--- src/rtl/riscv_irq_ctrl_pkg.sv ---
// Shared constants for the machine-level interrupt block: cause codes, register
// offsets, mip/mie bit positions and request FSM encodings.
package riscv_irq_ctrl_pkg;

    localparam logic [3:0] IRQ_CAUSE_MSI = 4'd3;
    localparam logic [3:0] IRQ_CAUSE_MTI = 4'd7;
    localparam logic [3:0] IRQ_CAUSE_MEI = 4'd11;

    localparam int MIP_MSIP_BIT = 3;
    localparam int MIP_MTIP_BIT = 7;
    localparam int MIP_MEIP_BIT = 11;

    localparam logic [4:0] REG_MSIP        = 5'h00;
    localparam logic [4:0] REG_MTIMECMP_LO = 5'h04;
    localparam logic [4:0] REG_MTIMECMP_HI = 5'h08;
    localparam logic [4:0] REG_MTIME_LO    = 5'h0C;
    localparam logic [4:0] REG_MTIME_HI    = 5'h10;

    localparam logic [1:0] ST_IDLE  = 2'd0;
    localparam logic [1:0] ST_REQ   = 2'd1;
    localparam logic [1:0] ST_HOLD1 = 2'd2;
    localparam logic [1:0] ST_HOLD2 = 2'd3;

    function automatic logic [31:0] build_mip(input logic meip, input logic mtip, input logic msip);
        logic [31:0] mip;
        mip               = '0;
        mip[MIP_MEIP_BIT] = meip;
        mip[MIP_MTIP_BIT] = mtip;
        mip[MIP_MSIP_BIT] = msip;
        return mip;
    endfunction

endpackage

--- src/rtl/riscv_irq_timer.sv ---
// Machine timer: prescaler, 64-bit mtime/mtimecmp with half-word software writes,
// and the registered MTIP compare flag.
module riscv_irq_timer
    import riscv_irq_ctrl_pkg::*;
#(
    parameter int TICK_DIV = 1
) (
    input  logic        clk,
    input  logic        rst_n,
    input  logic        reg_wen,
    input  logic [4:0]  reg_addr,
    input  logic [31:0] reg_wdata,
    output logic [63:0] mtime,
    output logic [63:0] mtimecmp,
    output logic        mtip
);

    localparam int PW = (TICK_DIV > 1) ? $clog2(TICK_DIV) : 1;

    logic [PW-1:0] prescaler;
    logic          tick;

    assign tick = (prescaler == PW'(TICK_DIV - 1));

    always_ff @(posedge clk or posedge rst_n) begin
        if (rst_n)
            prescaler <= '0;
        else if (tick)
            prescaler <= '0;
        else
            prescaler <= prescaler + PW'(1);
    end

    // A software write to either half wins over the tick and never carries.
    always_ff @(posedge clk or posedge rst_n) begin
        if (rst_n)
            mtime <= '0;
        else if (reg_wen && reg_addr == REG_MTIME_LO)
            mtime[31:0] <= reg_wdata;
        else if (reg_wen && reg_addr == REG_MTIME_HI)
            mtime[63:32] <= reg_wdata;
        else if (tick)
            mtime <= mtime + 64'd1;
    end

    always_ff @(posedge clk or posedge rst_n) begin
        if (rst_n) begin
            mtimecmp <= '1;
        end else if (reg_wen) begin
            if (reg_addr == REG_MTIMECMP_LO)
                mtimecmp[31:0] <= reg_wdata;
            if (reg_addr == REG_MTIMECMP_HI)
                mtimecmp[63:32] <= reg_wdata;
        end
    end

    always_ff @(posedge clk or posedge rst_n) begin
        if (rst_n)
            mtip <= 1'b0;
        else
            mtip <= (mtime >= mtimecmp);
    end

endmodule

--- src/rtl/riscv_irq_ctrl.sv ---
// Machine interrupt source block: timer, MSIP, synchronised external line, pending
// image and the request/acknowledge handshake towards the CSR unit.
module riscv_irq_ctrl
    import riscv_irq_ctrl_pkg::*;
#(
    parameter int TICK_DIV    = 1,
    parameter int SYNC_STAGES = 2
) (
    input  logic        clk,
    input  logic        rst_n,
    input  logic [4:0]  reg_addr,
    input  logic [31:0] reg_wdata,
    input  logic        reg_wen,
    input  logic        reg_ren,
    output logic [31:0] reg_rdata,
    output logic        reg_rvalid,
    input  logic        ext_irq,
    input  logic        mie_global,
    input  logic [31:0] mie_en,
    output logic        intr_req,
    output logic [3:0]  intr_cause,
    input  logic        intr_ack,
    output logic [31:0] mip_o
);

    logic [63:0]            mtime;
    logic [63:0]            mtimecmp;
    logic                   mtip;
    logic                   msip;
    logic [SYNC_STAGES-1:0] ext_sync;
    logic                   meip;
    logic [31:0]            rd_mux;
    logic [31:0]            eligible;
    logic [3:0]             winner;
    logic                   winner_valid;
    logic [1:0]             state;

    riscv_irq_timer #(
        .TICK_DIV (TICK_DIV)
    ) u_timer (
        .clk       (clk),
        .rst_n     (rst_n),
        .reg_wen   (reg_wen),
        .reg_addr  (reg_addr),
        .reg_wdata (reg_wdata),
        .mtime     (mtime),
        .mtimecmp  (mtimecmp),
        .mtip      (mtip)
    );

    always_ff @(posedge clk or posedge rst_n) begin
        if (rst_n)
            msip <= 1'b0;
        else if (reg_wen && reg_addr == REG_MSIP)
            msip <= reg_wdata[0];
    end

    always_ff @(posedge clk or posedge rst_n) begin
        if (rst_n)
            ext_sync <= '0;
        else
            ext_sync <= {ext_sync[SYNC_STAGES-2:0], ext_irq};
    end

    assign meip = ext_sync[SYNC_STAGES-1];

    always_ff @(posedge clk or posedge rst_n) begin
        if (rst_n)
            mip_o <= '0;
        else
            mip_o <= build_mip(meip, mtip, msip);
    end

    always_comb begin
        rd_mux = '0;
        case (reg_addr)
            REG_MSIP:        rd_mux = {31'b0, msip};
            REG_MTIMECMP_LO: rd_mux = mtimecmp[31:0];
            REG_MTIMECMP_HI: rd_mux = mtimecmp[63:32];
            REG_MTIME_LO:    rd_mux = mtime[31:0];
            REG_MTIME_HI:    rd_mux = mtime[63:32];
            default:         rd_mux = '0;
        endcase
    end

    // Read data is sampled before any same-cycle write lands.
    always_ff @(posedge clk or posedge rst_n) begin
        if (rst_n) begin
            reg_rvalid <= 1'b0;
            reg_rdata  <= '0;
        end else begin
            reg_rvalid <= reg_ren;
            reg_rdata  <= reg_ren ? rd_mux : '0;
        end
    end

    assign eligible = mip_o & mie_en & {32{mie_global}};

    always_comb begin
        winner       = '0;
        winner_valid = 1'b0;
        if (eligible[MIP_MEIP_BIT]) begin
            winner       = IRQ_CAUSE_MEI;
            winner_valid = 1'b1;
        end else if (eligible[MIP_MSIP_BIT]) begin
            winner       = IRQ_CAUSE_MSI;
            winner_valid = 1'b1;
        end else if (eligible[MIP_MTIP_BIT]) begin
            winner       = IRQ_CAUSE_MTI;
            winner_valid = 1'b1;
        end
    end

    // Cause codes equal their mip bit index, so the latched cause selects its own eligibility.
    always_ff @(posedge clk or posedge rst_n) begin
        if (rst_n) begin
            state      <= ST_IDLE;
            intr_req   <= 1'b0;
            intr_cause <= '0;
        end else begin
            case (state)
                ST_IDLE: begin
                    if (winner_valid) begin
                        state      <= ST_REQ;
                        intr_req   <= 1'b1;
                        intr_cause <= winner;
                    end
                end
                ST_REQ: begin
                    if (intr_ack) begin
                        state    <= ST_HOLD1;
                        intr_req <= 1'b0;
                    end else if (!eligible[intr_cause]) begin
                        state    <= ST_IDLE;
                        intr_req <= 1'b0;
                    end
                end
                ST_HOLD1: state <= ST_HOLD2;
                ST_HOLD2: state <= ST_IDLE;
                default:  state <= ST_IDLE;
            endcase
        end
    end

endmodule

--- config.mk ---
export PLATFORM = sky130hd
export DESIGN_NAME = riscv_irq_ctrl
export DESIGN_NICKNAME = d
export VERILOG_FILES = /design/src/rtl/riscv_irq_ctrl_pkg.sv /design/src/rtl/riscv_irq_timer.sv /design/src/rtl/riscv_irq_ctrl.sv
export SDC_FILE = /design/constraint.sdc
export NUM_CORES = 1
export LEC_CHECK = 0
export CAP_MARGIN = 40
export CORE_MARGIN = 5
export CORE_UTILIZATION = 45
export DETAILED_ROUTE_END_ITERATION = 16
export MAX_ROUTING_LAYER = met4
export PLACE_DENSITY_LB_ADDON = 0.05
export SYNTH_ARGS = -nofsm -noshare
export SYNTH_HDL_FRONTEND = slang
export SYNTH_SLANG_ARGS = --single-unit
--- constraint.sdc ---
create_clock -name clk -period 6.9 [get_ports clk]
set_input_delay 1.725 -clock clk [delete_from_list [all_inputs] [get_ports clk]]
set_output_delay 1.725 -clock clk [all_outputs]
set_load 0.1 [all_outputs]
==> metrics.yaml, run 1 <==
clock_network:
  cts.sinks: 174
  cts-buffers-inserted: 17
  post_cts_resized: 0
  htreeDepth: 4
  path_clk_slew_ps: 70
  cts_root_buffer: "clkbuf_16"
  clock_path_buffers: 2
  cts_tree: "built"
  postCtsSetupBuffers: 0
  insertion_delay_ps: 440
  hold_buffers: 0
layout:
  multi_input_area_mm2: 0.00550
  drive_gt1_share_pct: 19.4
  nNetsFinal: 1364
  nFillCells: 2132
  regArea_mm2: 0.00443
  final_util_pct: 55.3
  area_delta_synth_final_pct: 22.1
  layout.cells.non_filler: 1556
timing:
  fin_crit_ps: 4340
  final_max_slew_viol_count: 0
  setup_tns_ps: 0
  min_period_over_period_pct: 62.9
  fmax_ghz: 0.230
  skew_ps: 13.4
  setup_violations: 0
  rsz0062_at_grt: "no"
  worst_slew_pin_slew_ps: 967
  slew_headroom_pct: 35.0
  finalHoldViolations: 0
setup_path:
  ff2ff_path_depth: 7
  reg2reg_from: "u_timer.mtime[0]"
  start_kind: "input pin"
  cpMostUsedCell: "buf_4"
  critical_path.cell_chain: "clkdlybuf4s50_1 > nor4_1 > buf_4 > and3_2 > buf_4 > a41oi_1 > o21ai_0 > o311ai_1"
  worst-path-max-fanout: 40
  end_kind: "flop"
  critical_path_class: "in2reg"
  cpPeakStageDelay_ps: 770
  arrival_ps: 4630
  critPathRequiredTime_ps: 7190
  r2r_setup_slack_ps: 3610
  cpMaxStageDelayCell: "and3_2"
  worstReg2RegEnd: "u_timer.mtime[60]"
pwr:
  p_total_mw: 3.76
  max-vdd-ir-drop_v: 0.000158
  power_density_mw_per_mm2: 292
  switching_power_mw: 1.43
  internal-power_mw: 2.32
  p_leak_nw: 5.27
  seqPwrFrac_pct: 41.9
  p_comb_share_pct: 30.7
  p_clk_share_pct: 27.4
  sw_frac_of_total_pct: 38.1
routing:
  first_pass_iters: 8
  vias: 9151
  drc: 0
  drtAntennaViolNets: 0
  drt_wl_total_um: 31500
  avgRoutedWirePerCell_um: 20.2
  routed_via_density: 5.88
  drtIter0Drc: 852
hold_path:
  whs_endpoint: "mip_o[7]"
  holdPathStages: 0
  min-delay-start: "u_timer.mtip"
  hp-class: "reg2reg"
die:
  die_h_um: 163
  rows: 56
  die-area_mm2: 0.0266
  die-width_um: 163
  core_mm2: 0.0233
  ios: 146
  initial_utilization_pct: 45.3
synthesis:
  synth_top_area_cell: "dfrtp_1"
  synth_area_leaders: "dfrtp_1, dfstp_2, ha_1"
  synth_edf_count: 0
  ys_seq_elements: 174
  syn-cell-area_mm2: 0.0105
  ys_types: 66
  yosys_warnings: 0
  synthFlopType: "dfrtp_1"
  synth_area_per_cell_um2: 9.38
  syn_inst: 1123
  async_reset_ff_share_pct: 100
  ys_seq_area_share_pct: 42.1
  synth.top_cell.area_share_pct: 26.1
outcome:
  status: "completed"
global_route:
  gr-total-overflow: 0
  grtUsageTotal_pct: 24.8
  grt_pass1_wl_um: 50600
  grt_max_degree: 84
  grt_pass1_vias: 8938
  antenna_found_initial: 1
placement:
  io_buffers: 87
  dp_cells: 1523
  hpwl_um: 21700
  gpl.final_weighted_congestion: 0.860
job:
  maxCapViolCount: 0
## routing by layer
metal	global-route usage [%]	part of all wire, %	vias to the layer above
met5	-	0	-
met4	5.64	1.6	0
met3	4.66	5.8	34
met2	39.3	48	282
met1	33.5	45	4506
li1	-	-	4329
## power by group through the flow
stage / logic, mW / clock network (mW) / registers [mW]
floorplan: 0.764 / 0 / 1.57
finish: 1.15 / 1.03 / 1.57
CTS: 1.16 / 1.05 / 1.56
global route: 1.29 / 1.10 / 1.61
global placement: 1.08 / 0 / 1.58
detailed placement: 1.15 / 0 / 1.58
## final cells by class
class | instances | area share, %
diodes | 1 | 0.0195
clock buffers | 18 | 3.42
inverters | 71 | 2.11
flip-flops and latches | 174 | 34.5
well taps | 319 | 3.10
multi-input cells | 815 | 42.7
repair buffers | 144 | 12.7
clock inverters | 14 | 1.39
## registers in the layout, summed over array words and instances, names as in the netlist, named ones only
| signal | count |
|---|---|
| intr_req | 1 |
| u_timer.mtime | 64 |
| state | 1 |
| mip_o | 3 |
| u_timer.mtimecmp | 64 |
| reg_rdata | 32 |
| ext_sync | 2 |
| reg_rvalid | 1 |
| msip | 1 |
| intr_cause | 3 |
| u_timer.mtip | 1 |
## worst max-delay path by stage
stage / from / endpoint / slack, ps / cells past startpoint
floorplan: rst_n / asynchronous set/reset pin / 560 / 1
global placement: reg_addr[3] / u_timer.mtime[44] / 2090 / 8
detailed placement: reg_addr[3] / u_timer.mtime[44] / 2130 / 8
CTS: reg_addr[3] / u_timer.mtime[44] / 2570 / 8
global route: reg_addr[3] / u_timer.mtime[44] / 2380 / 8
finish: reg_addr[3] / u_timer.mtime[44] / 2560 / 8
## stage by stage
step	hold WS (ps)	instance area (µm²)	worst slack [ps]
floorplan	331	10600	564
CTS	353	12900	2570
detailed placement	342	12200	2130
global route	353	12900	2380
global placement	334	11600	2090
finish	350	12900	2560
## worst max-delay path: cells and delay by family
| family | cells | cell delay, ps |
|---|---|---|
| simple gates | 2 | 1460 |
| buf+inv | 3 | 1080 |
| compound gates | 3 | 340 |
## logic make-up after synthesis
family / count (synthesis) / share of synthesized area, %
and+or+nand+nor: 333 / 16.4
AOI/OAI and AO/OA: 318 / 19.3
DFF: 174 / 42.1
buffers and inverters: 162 / 7.00
muxes: 69 / 7.34
adders and majority gates: 65 / 7.72
other: 1 / 0.0356
xor gates and xnor gates: 1 / 0.0832
## cell usage after synthesis (6+ instances only)
cell type	count
a211oi_1	6
a21o_1	9
a21oi_1	127
a221o_1	8
a222oi_1	32
a41oi_1	6
and3_1	14
and4_1	9
buf_1	10
buf_4	31
clkbuf_1	45
dfrtp_1	110
dfstp_2	64
ha_1	65
inv_1	71
mux2_2	66
nand2_1	119
nand3_1	49
nand4_1	28
nor2_1	49
nor3_1	15
nor3b_1	6
nor4_1	13
o21ai_0	51
o21ai_1	10
o22ai_1	20
## layout by cell type (no fill, tap or decap), types with 4 or more instances in the layout
cell / count
a21oi_1: 127
nand2_1: 119
dfrtp_1: 110
clkdlybuf4s50_1: 87
inv_1: 70
mux2_2: 66
ha_1: 65
dfstp_2: 64
o21ai_0: 51
nor2_1: 48
nand3_1: 48
buf_8: 41
a222oi_1: 32
conb_1: 29
nand4_1: 28
o22ai_1: 20
clkbuf_16: 17
nor3_1: 15
buf_4: 14
and3_1: 13
nor4_1: 11
and4_1: 9
a21o_1: 9
o21ai_1: 9
a221o_1: 8
nor4_2: 6
a211oi_1: 6
a41oi_1: 6
nor3b_1: 6
a31oi_1: 5
and2_1: 5
o31ai_1: 5
nor2b_1: 4
nand2b_1: 4
a22oi_1: 4
o2bb2a_1: 4
inv_6: 4
Note: power is estimated with default switching activity, not from simulation.
==> run 2: changes to the inputs <==
==> constraint.sdc (replaced) <==
create_clock -name clk -period 4.1 [get_ports clk]
set_input_delay 1.025 -clock clk [delete_from_list [all_inputs] [get_ports clk]]
set_output_delay 1.025 -clock clk [all_outputs]
set_load 0.1 [all_outputs]
==> run 2 against run 1 <==
  * Flip-flop and latch count unchanged
  * Core utilization increased by 0.47 points
  * Worst setup slack worse by 1500 ps
  * Total power is 71% higher
  * Via count grew 1.4%
  * Sequential power is 68% higher
  * Critical path type unchanged
  * Critical endpoint is now u_timer.mtime[58]
  * Largest power group unchanged
  * Highest routed layer unchanged
==> metrics.yaml, run 2 (synthesis gave the netlist of run 1 again) <==
setup_path:
  critical_path_class: "in2reg"
  cp_top_family: "simple AND/OR/NAND/NOR gates"
  critical_path.cell_chain: "clkdlybuf4s50_1 > nor4_1 > buf_4 > nand3_4 > nand2_1 > nor4_1 > and4_1 > nor3_1"
  end_kind: "flop"
  cp_num_buf_inv: 2
  critPathRequiredTime_ps: 4410
  worst-path-max-fanout: 14
  start_kind: "input pin"
  cpPeakStageDelay_ps: 600
  cpMostUsedCell: "nor4_1"
  cpMaxStageDelayCell: "clkdlybuf4s50_1"
  arrival_ps: 3300
placement:
  io_buffers: 87
  hpwl_um: 22300
  gpl.final_weighted_congestion: 0.884
outcome:
  status: "completed"
timing:
  setup_violations: 0
  worst_slew_pin_slew_ps: 838
  finalHoldViolations: 0
  final_max_slew_viol_count: 0
  min_period_over_period_pct: 73.0
  rsz0062_at_grt: "no"
  setup_tns_ps: 0
  fmax_ghz: 0.334
  skew_ps: 9.41
  slew_headroom_pct: 43.7
  fin_crit_ps: 2990
  holdWs_ps: 350
die:
  die-area_mm2: 0.0266
  initial_utilization_pct: 45.3
  core_mm2: 0.0233
  die-width_um: 163
  rows: 56
  die_h_um: 163
  ios: 146
global_route:
  antenna_found_initial: 0
  gr-total-overflow: 0
  grtUsageTotal_pct: 25.1
  grt_pass1_vias: 8969
  grt_pass1_wl_um: 51200
  grt_max_degree: 112
routing:
  drtAntennaViolNets: 0
  routed_via_density: 5.93
  drtIter0Drc: 879
  avgRoutedWirePerCell_um: 20.4
  first_pass_iters: 9
  vias: 9275
  drc: 0
  drt_wl_total_um: 31900
clock_network:
  insertion_delay_ps: 430
  cts-buffers-inserted: 17
  postCtsSetupBuffers: 0
  cts_root_buffer: "clkbuf_16"
  post_cts_resized: 0
  clock_path_buffers: 2
  cts.sinks: 174
  hold_buffers: 0
  cts_tree: "built"
  htreeDepth: 4
  path_clk_slew_ps: 70
job:
  maxCapViolCount: 0
layout:
  drive_gt1_share_pct: 20.1
  final_cell_mix: "a21oi_1, nand2_1, dfrtp_1"
  final_common_cell: "a21oi_1"
  reg_top3: "u_timer.mtime: 64 flops, u_timer.mtimecmp: 64 flops, reg_rdata: 32 flops"
  n_antenna_cell: 0
  area_delta_synth_final_pct: 23.2
  nNetsFinal: 1374
hold_path:
  hp-class: "reg2reg"
pwr:
  max-vdd-ir-drop_v: 0.000285
  power_density_mw_per_mm2: 496
  p_leak_nw: 5.34
==> run 2: path summary, 6_finish.rpt <==
kind,from,endpoint,slack (ps),cells after the start
setup / recovery,reg_addr[3],u_timer.mtime[58],1110,8
setup reg to reg,u_timer.mtime[9],u_timer.mtime[59],1150,6
min in group asynchronous,rst_n,intr_cause[2],1040,3
hold / removal,u_timer.mtip,mip_o[7],350,0
max in group asynchronous,rst_n,u_timer.mtime[53],2430,3
hold reg to reg,u_timer.mtip,mip_o[7],350,0
==> run 2: routing by layer <==
metal	global-route usage, %	vias up	share of wire [%]	routed length (µm)
met5	-	-	0	0
met4	4.69	0	1.2	367
met3	4.58	25	5.7	1810
met2	39.2	273	47	15100
met1	34.7	4623	46	14600
li1	-	4354	-	-
==> run 2: report_power, final <==
part,leakage (nW),internal [mW],switching [mW],total (mW)
combinational,3.03,0.787,1.18,1.96
clock,0.320,1.07,0.755,1.83
sequential,1.99,2.14,0.500,2.64
total,5.34,4.00,2.43,6.44
==> run 2: final cells by class <==
cell class | instances | area (µm²)
clock buffers | 19 | 453
clock inverters | 13 | 201
fillers | 2096 | 10300
inverters | 71 | 270
multi-input cells | 815 | 5500
flip-flops and latches | 174 | 4430
well taps | 319 | 399
repair buffers | 154 | 1720
==> run 2: per-stage QoR <==
step                      worst slack, ps  area [µm²]  std cells  power [mW]  utilization, %
after floorplan                       903       10600       1151        3.94               -
after global placement                733       11700       1491        4.49            50.3
after detailed placement              683       12300       1533        4.62            52.9
after CTS                            1150       13000       1565        6.46            55.8
after global routing                  971       13000       1565        6.84            55.8
final                                1110       13000       1565        6.44            55.8
==> RTL change: new RTL, config.mk and constraints of run 1 <==
`reg_rdata` no longer has a reset.
--- a/src/rtl/riscv_irq_ctrl.sv
+++ b/src/rtl/riscv_irq_ctrl.sv
@@ -87,11 +87,13 @@
     always_ff @(posedge clk or posedge rst_n) begin
         if (rst_n) begin
             reg_rvalid <= 1'b0;
-            reg_rdata  <= '0;
         end else begin
             reg_rvalid <= reg_ren;
-            reg_rdata  <= reg_ren ? rd_mux : '0;
         end
+    end
+
+    always_ff @(posedge clk) begin
+        reg_rdata <= reg_ren ? rd_mux : '0;
     end
 
     assign eligible = mip_o & mie_en & {32{mie_global}};
Formal check against the unedited RTL: not equivalent (a bounded check fails within 4 cycles, from zero or initial values and one cycle with rst_n high).
==> RTL change against run 1 <==
Via count rose by 0.48%; wire length fell by 0.77%; final cell count barely moved; sequential cell count did not move; final area barely moved; count of clock-buffer cells in the layout did not move; combinational power fell by 5%; power rose by 0.10%; first-iteration DRC count fell by 1.5%; synthesized area rose by 0.26%; sequential share of layout area fell by 1.3 points; worst setup slack got worse by 0.048 ns; register-to-register slack got worse by 0.02 ns; critical endpoint is now u_timer.mtime[29]; largest power group unchanged.
==> RTL change: results (changes against run 1) <==
The tools report the critical hold path startpoint as ext_sync[0]. The run gives 0.0320 (-0.0145) as the met3 track demand over resource in global routing. The run gives 0 (-1) as the diode insertion count for antenna repair. The logs give 22.1 mm (+1.9%) for the half-perimeter wire length after detailed placement and 8862 (-0.85%) for the via count of the first global-routing pass. The tools report the first-pass GRT wire length as 50.2 mm (-0.80%). The logs give 72 (-14%) for the largest net degree at the start of global routing and 0.355 ns (+0.00450 ns) for the worst hold slack across all endpoints. The met1 global-route usage was 0.334 (-0.000870). The fraction of final layout cells sized beyond drive strength 1 was 0.203 (+0.00857).

In this run the worst setup path begins at reg_addr[4]. The number of non-filler instances in the completed layout was 1557 (+0.064%). Signal arrival time at the worst endpoint: 4.71 ns (+0.08 ns). Number of unique standard cell types used by synthesis: 79 (+20%). The path with the worst hold slack has its endpoint at ext_sync[1]. The run gives 0.0121 ns (-0.00130 ns) as the worst clock skew. The total number of nets in the final design is 1366 (+0.15%). Yosys attributes the largest share of cell area to sky130_fd_sc_hd__dfrtp_1, sky130_fd_sc_hd__dfstp_2, sky130_fd_sc_hd__ha_1, sky130_fd_sc_hd__mux2_2, sky130_fd_sc_hd__dfxtp_1. The run finished with clean final reports.

The async set or reset register ratio after synthesis is 0.816 (-0.184). For the register-to-register setup slack, the log shows 3.59 ns (-0.02 ns). The met2 track demand over resource in global routing was 0.389 (-0.00415). The instance count of the mapped netlist is 1128 (+0.45%), and the first-pass iteration count of the detailed router is 5 (-3). The endpoint identified for the worst register-to-register timing path is u_timer.mtip. The worst hold path stage count works out to 0 (unchanged).

The number of cells on the worst reg-to-reg path came out at 8 (+1). The maximum fanout along the worst path is 57 (+43%). In the synthesized netlist, the cells that appear most often are sky130_fd_sc_hd__a21oi_1, sky130_fd_sc_hd__nand2_1, sky130_fd_sc_hd__dfrtp_1, sky130_fd_sc_hd__inv_1. The tools report the sequential-to-total area share from yosys stat as 0.405 (-0.0163). The number of antenna violations at the first check in global routing is 0 (-1), and the total leakage power is 5.17 nW (-1.9%). For the iteration-0 DRC count of the detailed router, the log shows 839 (-1.5%). The last weighted congestion value of the routability-driven placer came out at 0.885 (+2.8%).

The mean routed wirelength per cell works out to 20.1 microns (-0.84%). The tools report the highest ir drop seen on vdd as 0.155 mV (-1.7%).
[RTL change: stage by stage]
stage / worst slack [ns] / instance area, sq um / power [mW]
2_1_floorplan: 1.47 / 10700 / 2.32
3_3_place_gp: 2.09 / 11600 / 2.60
3_5_place_dp: 2.06 / 12200 / 2.67
4_1_cts: 2.51 / 12900 / 3.78
5_1_grt: 2.29 / 12900 / 3.99
6_report: 2.51 / 12900 / 3.76
[RTL change: kinds of logic after synthesis]
family,share of synthesized area
xor gates and xnor gates,0.000830
AOI/OAI and AO/OA,0.193
muxes,0.0693
buffers and inverters,0.0736
adders and majority gates,0.0770
other,0.000355
and+or+nand+nor,0.181
DFF,0.405
[RTL change: worst max path at each step]
stage                     slack (ns)  cells after the start                         end
after floorplan                 1.47                      1  asynchronous set/reset pin
after global placement          2.09                      9           u_timer.mtime[29]
after global routing            2.29                      9           u_timer.mtime[29]
after CTS                       2.51                      9           u_timer.mtime[29]
final                           2.51                      9           u_timer.mtime[29]
after detailed placement        2.06                      9           u_timer.mtime[29]
[RTL change: power by group]
part | internal, mW | switching [mW]
combinational | 0.453 | 0.640
sequential | 1.27 | 0.290
clock | 0.652 | 0.451
total | 2.38 | 1.38
[RTL change: critical path: stages]
cell                              delay [ns]
sky130_fd_sc_hd__clkdlybuf4s50_1        0.49
sky130_fd_sc_hd__nor3_1                 0.42
sky130_fd_sc_hd__and3_1                 0.22
sky130_fd_sc_hd__buf_4                  0.41
sky130_fd_sc_hd__nand2_2                0.51
sky130_fd_sc_hd__buf_4                  0.49
sky130_fd_sc_hd__nor2_1                 0.16
sky130_fd_sc_hd__a41oi_1                0.06
sky130_fd_sc_hd__o22a_1                 0.21
[RTL change: area by class of cell]
cell class                 instances  area (sq um)  area share
sequential                       174          4270       0.332
inverter                          71           272      0.0211
clock buffer                      18           429      0.0334
tap                              319           399      0.0310
clock inverter                    14           229      0.0178
multi-input combinational        816          5620       0.437
timing repair buffer             145          1640       0.128
[RTL change: per-layer routing]
| layer | wire [microns] | part of all wire |
|---|---|---|
| met1 | 14300 | 0.46 |
| met2 | 14700 | 0.47 |
| met3 | 1620 | 0.052 |
| met4 | 608 | 0.019 |
| met5 | 0 | 0 |
